### src/rtl/input_debounce_pkg.sv
// Shared types and constants for the input_debounce block.
package input_debounce_pkg;

  // Per-channel debounce FSM: idle/wait for each accepted level.
  typedef enum logic [1:0] {IDLE0, WAIT1, IDLE1, WAIT0} db_state_t;

  localparam int SYNC_STAGES = 2;

  // Counter width for a counter holding 0..n-1; never narrower than 1 bit.
  function automatic int cnt_w(input int n);
    return (n > 1) ? $clog2(n) : 1;
  endfunction

endpackage

### src/rtl/debounce_channel.sv
// One debounce channel: 2-flop sync, polarity fix, 4-state debounce FSM,
// registered level plus one-cycle rise/fall strobes.
// Optional auto-repeat of rise while held: INPUT_DEBOUNCE_AUTOREPEAT_EN.
module debounce_channel
  import input_debounce_pkg::*;
#(
  parameter int   DEBOUNCE_MS = 20,
  parameter logic ACTIVE_LOW  = 1'b0,
  parameter int   HOLD_MS     = 500,
  parameter int   REPEAT_MS   = 100
) (
  input  logic clk,
  input  logic rst,
  input  logic ce,
  input  logic din,
  output logic level,
  output logic rise,
  output logic fall
);

  localparam int            CW       = cnt_w(DEBOUNCE_MS);
  localparam logic [CW-1:0] CNT_LAST = CW'(DEBOUNCE_MS - 1);

  logic [SYNC_STAGES-1:0] sync_q;
  logic                   s;
  db_state_t              state_q, state_d;
  logic [CW-1:0]          cnt_q, cnt_d;
  logic                   level_d, rise_d, fall_d;

`ifdef INPUT_DEBOUNCE_AUTOREPEAT_EN
  localparam int            HW          = cnt_w(HOLD_MS);
  localparam logic [HW-1:0] HOLD_LAST   = HW'(HOLD_MS - 1);
  localparam logic [HW-1:0] HOLD_RELOAD = HW'(HOLD_MS - REPEAT_MS);
  logic [HW-1:0] hold_q, hold_d;
`endif

  // Synchroniser; preset to the inactive pin level so release makes no edge.
  always_ff @(posedge clk or posedge rst) begin
    if (rst) sync_q <= {SYNC_STAGES{ACTIVE_LOW}};
    else     sync_q <= {sync_q[SYNC_STAGES-2:0], din};
  end

  assign s = sync_q[SYNC_STAGES-1] ^ ACTIVE_LOW;

  // FSM, tick counter and registered outputs.
  always_ff @(posedge clk or posedge rst) begin
    if (rst) begin
      state_q <= IDLE0;
      cnt_q   <= '0;
      level   <= 1'b0;
      rise    <= 1'b0;
      fall    <= 1'b0;
    end else begin
      state_q <= state_d;
      cnt_q   <= cnt_d;
      level   <= level_d;
      rise    <= rise_d;
      fall    <= fall_d;
    end
  end

`ifdef INPUT_DEBOUNCE_AUTOREPEAT_EN
  // Hold counter: ce ticks spent in IDLE1.
  always_ff @(posedge clk or posedge rst) begin
    if (rst) hold_q <= '0;
    else     hold_q <= hold_d;
  end
`endif

  // Next state; a revert of s always beats a coincident ce tick.
  always_comb begin
    state_d = state_q;
    cnt_d   = cnt_q;
    level_d = level;
    rise_d  = 1'b0;
    fall_d  = 1'b0;
`ifdef INPUT_DEBOUNCE_AUTOREPEAT_EN
    hold_d  = '0;
`endif
    case (state_q)
      IDLE0: if (s) begin
        state_d = WAIT1;
        cnt_d   = '0;
      end
      WAIT1: begin
        if (!s) begin
          state_d = IDLE0;
          cnt_d   = '0;
        end else if (ce) begin
          if (cnt_q == CNT_LAST) begin
            state_d = IDLE1;
            cnt_d   = '0;
            level_d = 1'b1;
            rise_d  = 1'b1;
          end else begin
            cnt_d = cnt_q + 1'b1;
          end
        end
      end
      IDLE1: begin
        if (!s) begin
          state_d = WAIT0;
          cnt_d   = '0;
        end
`ifdef INPUT_DEBOUNCE_AUTOREPEAT_EN
        else begin
          hold_d = hold_q;
          if (ce) begin
            if (hold_q == HOLD_LAST) begin
              rise_d = 1'b1;
              hold_d = HOLD_RELOAD;
            end else begin
              hold_d = hold_q + 1'b1;
            end
          end
        end
`endif
      end
      WAIT0: begin
        if (s) begin
          state_d = IDLE1;
          cnt_d   = '0;
        end else if (ce) begin
          if (cnt_q == CNT_LAST) begin
            state_d = IDLE0;
            cnt_d   = '0;
            level_d = 1'b0;
            fall_d  = 1'b1;
          end else begin
            cnt_d = cnt_q + 1'b1;
          end
        end
      end
      default: begin
        state_d = IDLE0;
        cnt_d   = '0;
      end
    endcase
  end

endmodule

### src/rtl/input_debounce.sv
// Multi-channel input conditioner: WIDTH independent debounce channels on a
// shared ce. Optional auto-repeat: INPUT_DEBOUNCE_AUTOREPEAT_EN.
module input_debounce
  import input_debounce_pkg::*;
#(
  parameter int               WIDTH       = 9,
  parameter int               DEBOUNCE_MS = 20,
  parameter logic [WIDTH-1:0] ACTIVE_LOW  = 9'h100,
  parameter int               HOLD_MS     = 500,
  parameter int               REPEAT_MS   = 100
) (
  input  logic             clk,
  input  logic             rst,
  input  logic             ce,
  input  logic [WIDTH-1:0] din,
  output logic [WIDTH-1:0] level,
  output logic [WIDTH-1:0] rise,
  output logic [WIDTH-1:0] fall
);

  for (genvar i = 0; i < WIDTH; i++) begin : g_ch
    debounce_channel #(
      .DEBOUNCE_MS (DEBOUNCE_MS),
      .ACTIVE_LOW  (ACTIVE_LOW[i]),
      .HOLD_MS     (HOLD_MS),
      .REPEAT_MS   (REPEAT_MS)
    ) u_ch (
      .clk   (clk),
      .rst   (rst),
      .ce    (ce),
      .din   (din[i]),
      .level (level[i]),
      .rise  (rise[i]),
      .fall  (fall[i])
    );
  end

endmodule

### config.mk
export PLATFORM = sky130hd
export DESIGN_NAME = input_debounce
export DESIGN_NICKNAME = d
export VERILOG_FILES = /design/src/rtl/input_debounce_pkg.sv /design/src/rtl/debounce_channel.sv /design/src/rtl/input_debounce.sv
export SDC_FILE = /design/constraint.sdc
export NUM_CORES = 1
export LEC_CHECK = 0
export ABC_AREA = 1
export CAP_MARGIN = 20
export CELL_PAD_IN_SITES_DETAIL_PLACEMENT = 1
export CELL_PAD_IN_SITES_GLOBAL_PLACEMENT = 1
export CORE_MARGIN = 10
export CORE_UTILIZATION = 44
export DETAILED_ROUTE_END_ITERATION = 10
export GPL_TIMING_DRIVEN = 0
export PLACE_DENSITY = 0.75
export SETUP_SLACK_MARGIN = 0.05
export SYNTH_ARGS = -nofsm -noshare
export SYNTH_HDL_FRONTEND = slang
export SYNTH_SLANG_ARGS = --single-unit
### constraint.sdc
create_clock -name clk -period 5.45 [get_ports clk]
set_input_delay 1.635 -clock clk [delete_from_list [all_inputs] [get_ports clk]]
set_output_delay 1.635 -clock clk [all_outputs]
set_load 0.005 [all_outputs]
; Yosys cells after proc, flatten, opt, wreduce, memory -nomap -nowiden
; Cells that the tools add are included.
[word_totals]
ff_bits = 108
out_inout_bits = 27
[op_classes]
addsub = 9
eq_ne = 144
muxes = 261
n_reduce_logical = 45
[op_table]
columns = cell, n
row1 = 5-bit 2-to-1 mux, 54
row2 = 5-bit one-hot mux with 4 select lines, 9
row3 = 2-bit 2-to-1 mux, 72
row4 = 1-bit 2-to-1 mux, 108
row5 = "2-bit by 1-bit inequality test with 1-bit output, second input constant", 36
row6 = "2-bit inequality test, second input constant", 36
row7 = 2-bit one-hot mux with 4 select lines, 9
row8 = 7-bit AND reduction, 9
row9 = "3-bit inequality test, second input constant", 18
row10 = 6-bit AND reduction, 9
row11 = "5-bit by 1-bit adder with 5-bit output, second input constant", 9
row12 = "5-bit equality test, second input constant", 9
row13 = "2-bit equality test, second input constant", 18
row14 = "3-bit by 1-bit inequality test with 1-bit output, second input constant", 9
row15 = "3-bit by 2-bit inequality test with 1-bit output, second input constant", 9
row16 = "2-bit by 1-bit equality test with 1-bit output, second input constant", 9
row17 = 2-bit logical NOT, 9
row18 = 1-bit one-hot mux with 2 select lines, 9
row19 = 2-bit AND reduction, 9
row20 = 2-bit nonzero test, 9

; Depth between registers and ports, before layout
; Gate-level depths: netlist of run 1.
[logic_depth]
ltp_word = 5
mapped_depth = 10

; Cells and area by module
; Synthesis of run 1 repeated with hierarchy kept, for this count alone.
[unflattened]
cells_unflattened = 640
hier_area_um2 = 5302.6
[modules_own_cells]
columns = module, instances, cells_each, seq_area_each_um2, area_each_um2
row1 = debounce_channel (g_ch[0].u_ch ...), 7, 71, 300.3, 588.1
row2 = debounce_channel (g_ch[8].u_ch), 1, 72, 302.8, 595.6
row3 = debounce_channel (g_ch[7].u_ch), 1, 71, 300.3, 590.6

; Worst setup path before layout of run 1
; OpenSTA, ideal clock, no wires.
[synth_path]
path_kind = input to register
startpoint = input port ce
endpoint = register g_ch[5].u_ch.cnt_q[3]
t_required_ns = 5.330
path_buffers = 2
slack_ns = 3.032
arrival_ns = 2.297
cell_stages = 7
cell_sequence = buf_6 -> buf_6 -> nand3_1 -> nand2_1 -> inv_1 -> o21ai_1 -> nand2_1
[synth_between]
elab_chain_cells = 3
word_cells_on_any_way = 4
[synth_lines]
columns = element, line
row1 = start: declaration, input_debounce.sv:14  ; input logic ce,
row2 = 5-bit 2-to-1 mux (*), -
row3 = "5-bit 2-to-1 mux, on equally long branches", -
row4 = 5-bit one-hot mux with 4 select lines (*), -
row5 = end signal: assignment, debounce_channel.sv:55  ; cnt_q <= cnt_d;
row6 = end: declaration, debounce_channel.sv:27  ; logic [CW-1:0] cnt_q, cnt_d;
; Mark *: on every way between the ends. The rest lies on a longest branch, timed or not.
; A chain may end at the register's enable or synchronous reset.

; Worst setup path after layout of run 1
[layout_path]
startpoint = register g_ch[3].u_ch.level
endpoint = output port level[3]
[layout_lines]
columns = element, line
row1 = start: declaration, debounce_channel.sv:16  ; output logic level,
row2 = start signal: assignment, debounce_channel.sv:56  ; level <= level_d;
row3 = end: declaration, input_debounce.sv:16  ; output logic [WIDTH-1:0] level,
; No word-level cell between the ends.

==> impl_results.md, run 1 <==
* Outcome: completed
* Setup Fix Bufs, Post-CTS at 0
* Data required time of the critical path at 3820 ps
* Cell Area, Synth at about 5300 sq um
* Largest area contributor in the netlist: dfrtp_1
* DRC violations left at 0
* Min Hold Slack at approximately 350 ps
* Arrival @ worst endpoint at around 1300 ps
* Worst Skew at ~8.8 ps
* Vias per inst at around 5.1
* EDFF count, synth at 0
* DRT antenna net count at 0
* Int Pwr at 1502 uW
* Ys flop type: dfrtp_1
* Endpoints failing setup at 0
* Placed cell count at 812
* Top cells by area, synth: dfrtp_1, nand2_1, inv_1, buf_4, nand3_1
* TritonCTS buffer count at 9
* Hold worst-path end: g_ch[3].u_ch.sync_q[1]$_DFF_PP0_
* Post-CTS resize count at 0
* Vias in the first global route at approximately 4600
* Syn avg cell area at around 8.4 sq um
* Detailed router's first-iteration violation count at around 190
* Vias at 4229
* Ys Warns at 0
* Worst-Margin Slew at approximately 700 ps
* Startpoint types: flip-flop
* IO Count at 39
* Die height at approximately 130 um
* DIE AREA at ~17000 sq um
* Max-Cap Viols at 0
* Worst IR drop on VDD at roughly 0.25 mV
* PwrDens at about 350 nW/um^2
* Placed cell areas at 5864 sq um
* Reg2Reg Launch Point: g_ch[8].u_ch.cnt_q[0]$_DFFE_PP0P_
* Period utilisation layout at 0.5432
* Initial Util at 0.4570
* Hold_sp: g_ch[3].u_ch.sync_q[0]$_DFF_PP0_
* Ratio of cells with drive above 1 in the final layout at 0.1022
* Largest fanout on the critical path at 3
* Clock group share of total power at 0.356
* All-Layer GR Usage at 0.1555
* R2r worst-path depth at 8
* Hold WC Path Type: flip-flop to flip-flop
* Slew HR at 0.5337
* Sw Share at 0.3017
* CTS Hold Buffers Added at 0
* Final std cells w/o fill at slightly above 800
* Max Clk Rate at 0.3378 GHz
* First-pass GRT wire length at around 21000 um
* Post-synth top cells: nand2_1, dfrtp_1, inv_1
* Reg2reg setup slack at between 3000 and 4000 ps
* Seq cells post-synth at ~110
* Routability Congestion at ~0.81
* DR pass1 iterations at 4
* Distinct cells, synth at 36
* Die Width at between 100 and 150 um
* Critical Path Sink Type: output pin
* Psw at 648.9 uW
* Max Root-Sink Buffers at 2
* Area delta synth->final at 17.61%
* Pleak at between 0.003 and 0.004 uW
* Max Slew Vio Count at 0
* Clk slew on worst S/H paths at approximately 70 ps
* CTS tree: done
* CTS Sinks at 108
* DR WL/cell at about 15 um
* Dpl hpwl at ~8600 um
* Core Area at approximately 12000 sq um
* Syn nets at 652
* Mapped Cells at 631
* Post-synthesis sequential area ratio at 0.5118
* Seq pwr share at 0.450
* Routed WL at 12190 um
* CP Class: flip-flop to output pin
* Final hold violation count at 0
* Logic pwr share at 0.195
* Row cnt at 39
* Antenna Cells at 0
* Most instantiated library cell after synthesis: nand2_1
* H-tree depth at 3
* Hold path depth at 0
* Share of synthesized flip-flops with an asynchronous set or reset at 1.000
* PortBufs at 37
* Nets at ~700
* Minimum clock period at 2960 ps
* CTS Root Buffer Type: clkbuf_16
* Largest net degree at the start of global routing at 56
* Initial antenna violation count at 0
* Final Core Density at 0.5375
* RSZ-0062 raised after global routing: no
* Fin area at around 6200 sq um
* Clock Latency Late Sink at about 360 ps
* Top-area cell type share of the netlist area at 0.5019
* Congestion Overflow GR at 0
==> worst max-delay path: stages, from the launching register on <==
cell             delay (ps)
dfrtp_1                 380
buf_4                   110
clkdlybuf4s50_1         480
==> area by class of cell <==
cell class | count | area [sq um]
multi-input cells | 402 | 1992
repair buffers | 38 | 397.9
fillers | 1398 | 5349
plain buffers | 34 | 261.5
well taps | 143 | 178.9
inverters | 87 | 329.1
flip-flops and latches | 108 | 2705
clock buffers | 12 | 256.5
clock inverters | 4 | 95.09
==> worst max-delay path by stage <==
stage          slack (ps)                     endpoint  cells after the start                            from
6_report             2490                     level[3]                      2  g_ch[3].u_ch.level$_DFFE_PP0P_
5_1_grt              2430                     level[3]                      2  g_ch[3].u_ch.level$_DFFE_PP0P_
4_1_cts              2460                     level[3]                      2  g_ch[3].u_ch.level$_DFFE_PP0P_
3_3_place_gp         -750  g_ch[3].u_ch.rise$_DFF_PP0_                      2                             rst
2_1_floorplan         970   asynchronous set/reset pin                      1                             rst
3_5_place_dp         2530  g_ch[3].u_ch.rise$_DFF_PP0_                      3                             rst
==> sequential cells by signal, indices dropped and copies added (netlist names), named ones only <==
signal             flops
g_ch.u_ch.sync_q      18
g_ch.u_ch.state_q      9
g_ch.u_ch.cnt_q       45
g_ch.u_ch.level        9
g_ch.u_ch.rise         9
g_ch.u_ch.fall         9
==> placed cells by master (no fill, tap or decap), types with 2 or more instances in the layout <==
| master | Yosys | final |
|---|---|---|
| xnor2_1 | 6 | 6 |
| xor2_1 | 13 | 13 |
| dfrtp_1 | 106 | 106 |
| nor3_1 | 6 | 6 |
| nor2_1 | 49 | 49 |
| ha_1 | 9 | 9 |
| buf_6 | 3 | 3 |
| bufinv_16 | 0 | 3 |
| clkbuf_16 | 0 | 9 |
| nor3b_1 | 2 | 2 |
| nor3_2 | 6 | 6 |
| o21ai_0 | 38 | 38 |
| nand3_1 | 43 | 43 |
| clkdlybuf4s50_1 | 0 | 37 |
| clkbuf_8 | 0 | 2 |
| o21ai_1 | 8 | 8 |
| nor2_2 | 2 | 2 |
| a21oi_1 | 10 | 10 |
| buf_4 | 29 | 29 |
| nand2_2 | 3 | 3 |
| o22ai_1 | 10 | 10 |
| nand2_1 | 172 | 172 |
| dfstp_2 | 2 | 2 |
| nand4_1 | 13 | 13 |
| inv_1 | 86 | 85 |
==> power groups by stage <==
stage / Clock (uW) / Combinational (uW) / Sequential, uW
5_1_grt: 819 / 488 / 984
3_3_place_gp: 0 / 394 / 973
3_5_place_dp: 0 / 420 / 981
6_report: 765 / 418 / 967
4_1_cts: 789 / 427 / 968
2_1_floorplan: 0 / 309 / 959
==> layer usage <==
metal | track usage | vias up | wire (um)
met4 | 0.04365 | 0 | 119
met3 | 0.04649 | 12 | 442
met2 | 0.2854 | 42 | 6463
met5 | 0 | - | 0
met1 | 0.1699 | 2099 | 5169
li1 | - | 2076 | -
==> cells by family after synthesis <==
logic type                 Yosys count  share of synthesized area
buffers and inverters              121                     0.1113
adders and majority gates            9                    0.02131
xor gates and xnor gates            19                    0.03149
AOI/OAI and AO/OA                   70                    0.07055
DFF                                108                     0.5118
and+or+nand+nor                    304                     0.2536
==> metrics by stage <==
stage	worst slack [ps]	TNS, ps	total power, uW
after floorplan	972.7	0	1269
after global placement	-750.3	-78530	1367
after detailed placement	2527	0	1401
after CTS	2464	0	2183
after global routing	2427	0	2291
final	2490	0	2151
(Power assumes the default switching activity.)
==> inputs of run 2 (changes only) <==
==> constraint.sdc (replaced) <==
create_clock -name clk -period 2.9 [get_ports clk]
set_input_delay 0.87 -clock clk [delete_from_list [all_inputs] [get_ports clk]]
set_output_delay 0.87 -clock clk [all_outputs]
set_load 0.005 [all_outputs]
==> run 2 against run 1 <==
Compared with the run above:
- non-clock buffer count rose by 2
- core utilization barely moved
- flip-flop and latch count did not move
- highest routed layer unchanged
==> impl_results.md, run 2 (same netlist as run 1, synthesis figures left out) <==
* Reg2reg setup slack at 1390 ps
* Max-Cap Viols at 0
* RSZ-0062 raised after global routing: no
* IO Count at 39
* First-pass GRT wire length at just over 20000 um
* Critical Path Sink Type: output pin
* TritonCTS buffer count at 9
* Vias per inst at around 5.1
* All-Layer GR Usage at 0.1515
* DR pass1 iterations at 4
* Largest net degree at the start of global routing at 34
* DRT antenna net count at 0
* Data required time of the critical path at 2030 ps
* Slew HR at 0.6697
* Initial antenna violation count at 0
* Final Core Density at 0.5376
* Ratio of cells with drive above 1 in the final layout at 0.1033
* Cells along the critical path: buf_4 > clkdlybuf4s50_1
* Dpl hpwl at 8829 um
* R2r worst-path depth at 8
* Arrival @ worst endpoint at 1320 ps
* CTS tree: done
* Pleak at between 0.003 and 0.004 uW
* Vias at around 4200
* PwrDens at 630.5 nW/um^2
* Hold WC Path Type: flip-flop to flip-flop
* PortBufs at 37
* CTS Root Buffer Type: clkbuf_16
* Largest fanout on the critical path at 3
* Core Area at between 10000 and 15000 sq um
* CP Class: flip-flop to output pin
* CP max-delay cell: clkdlybuf4s50_1
* Detailed router's first-iteration violation count at approximately 150
* Seq. cell area at approximately 2700 sq um
* Worst-Margin Slew at between 400 and 500 ps
* Endpoints failing setup at 0
* Placed cell areas at a little under 6000 sq um
* Hold path depth at 0
* Max Root-Sink Buffers at 2
* Clock Latency Late Sink at about 360 ps
* Die Width at 129.6 um
* Hold_sp: g_ch[1].u_ch.sync_q[0]$_DFF_PP0_
* Outcome: completed
* CP peak stage delay at between 400 and 500 ps
* Congestion Overflow GR at 0
* Period utilisation layout at 0.7554
* Routability Congestion at between 0.8 and 0.9
* Max Slew Vio Count at 0
* Setup Fix Bufs, Post-CTS at 0
* Top reg by flops: g_ch.u_ch.cnt_q
* CTS Sinks at around 110
* Initial Util at 0.4570
* DIE AREA at ~17000 sq um
* Fin area at 6217 sq um
* Biggest regs: g_ch.u_ch.cnt_q (45), g_ch.u_ch.sync_q (18)
* Antenna Cells at 0
* Hold worst-path end: g_ch[1].u_ch.sync_q[1]$_DFF_PP0_
* Final hold violation count at 0
* Commonest non-fill, non-tap cell in the layout: nand2_1
* Area delta synth->final at 17.64%
* Row cnt at 39
* Multi-input logic area at between 1500 and 2000 sq um
* Number of flip-flops in the largest register at 45
* CTS Hold Buffers Added at 0
* Reg2Reg Launch Point: g_ch[8].u_ch.cnt_q[0]$_DFFE_PP0P_
* DR WL/cell at around 14 um
* Max Clk Rate at 0.4565 GHz
* Top delay family on crit path: buffers and inverters
* Routed WL at 11820 um
* Minimum clock period at 2191 ps
* Die height at between 100 and 150 um
* Vias in the first global route at about 4500
* Startpoint types: flip-flop
* Worst Skew at roughly 12 ps
* Placed cell count at 814
* Final std cells w/o fill at slightly above 800
* H-tree depth at 3
* Nets at 703
* DRC violations left at 0
* # fillers at between 1000 and 1500
* Clk slew on worst S/H paths at 70 ps
* Post-CTS resize count at 0
* Worst IR drop on VDD at roughly 0.45 mV
* Most frequent cells in the layout: nand2_1, dfrtp_1, inv_1
* Worst path bufs/invs at 2
[run 2: worst reg2reg max path, delay by kind of cell, from the launching register on]
family	cells	cell delay, ps
DFF	1	390
and+or+nand+nor	7	790
adders and majority gates	1	230
[run 2: metrics by stage]
step	hold slack (ps)	power, uW	setup WS (ps)	TNS [ps]
2_1_floorplan	331.2	2384	730.1	0
3_5_place_dp	338.1	2636	782.6	0
3_3_place_gp	333.0	2569	-403.3	-42150
6_report	350.0	3920	709.2	0
4_1_cts	354.4	3982	688.8	0
5_1_grt	359.8	4185	636.5	0
[run 2: metal layers]
metal	up-vias	track usage	wire length, um
li1	2074	-	-
met1	2081	0.1667	4948
met2	38	0.2821	6414
met3	12	0.04405	376
met4	0	0.03241	76
met5	-	0	0
[run 2: final cells by class]
| cell class | count | area share |
|---|---|---|
| well taps | 143 | 0.02878 |
| repair buffers | 40 | 0.06923 |
| plain buffers | 34 | 0.04206 |
| clock buffers | 12 | 0.03965 |
| inverters | 87 | 0.05313 |
| clock inverters | 4 | 0.01167 |
| multi-input cells | 402 | 0.3204 |
| flip-flops and latches | 108 | 0.4351 |
[run 2: worst max path at each step]
stage                                             to  slack [ps]  cells after the start                           start
finish                                      level[8]         710                      2  g_ch[8].u_ch.level$_DFFE_PP0P_
global route                                level[3]         640                      2  g_ch[3].u_ch.level$_DFFE_PP0P_
CTS                                         level[8]         690                      2  g_ch[8].u_ch.level$_DFFE_PP0P_
detailed placement  g_ch[8].u_ch.sync_q[0]$_DFF_PP1_         780                      4                             rst
global placement      g_ch[8].u_ch.level$_DFFE_PP0P_        -400                      2                             rst
floorplan                 asynchronous set/reset pin         730                      1                             rst
[run 2: where the power goes]
part | switching, uW | internal [uW]
clock | 543 | 780
sequential | 153 | 1660
combinational | 507 | 276
==> inputs of run 3 (changes only) <==
==> constraint.sdc (replaced) <==
create_clock -name clk -period 2.15 [get_ports clk]
set_input_delay 0.645 -clock clk [delete_from_list [all_inputs] [get_ports clk]]
set_output_delay 0.645 -clock clk [all_outputs]
set_load 0.005 [all_outputs]
==> results of run 3 <==
Same layout as run 2 (identical final DEF). Status: completed.
Among the figures that moved: setup slack after placement 782.6 ps -> 257.6 ps; setup slack after layout 709.2 ps -> 184.2 ps; register-to-register setup slack 1390 ps -> 640 ps; total power 3920 uW -> 5287 uW; worst IR drop on VDD 0.4495 mV -> 0.6063 mV
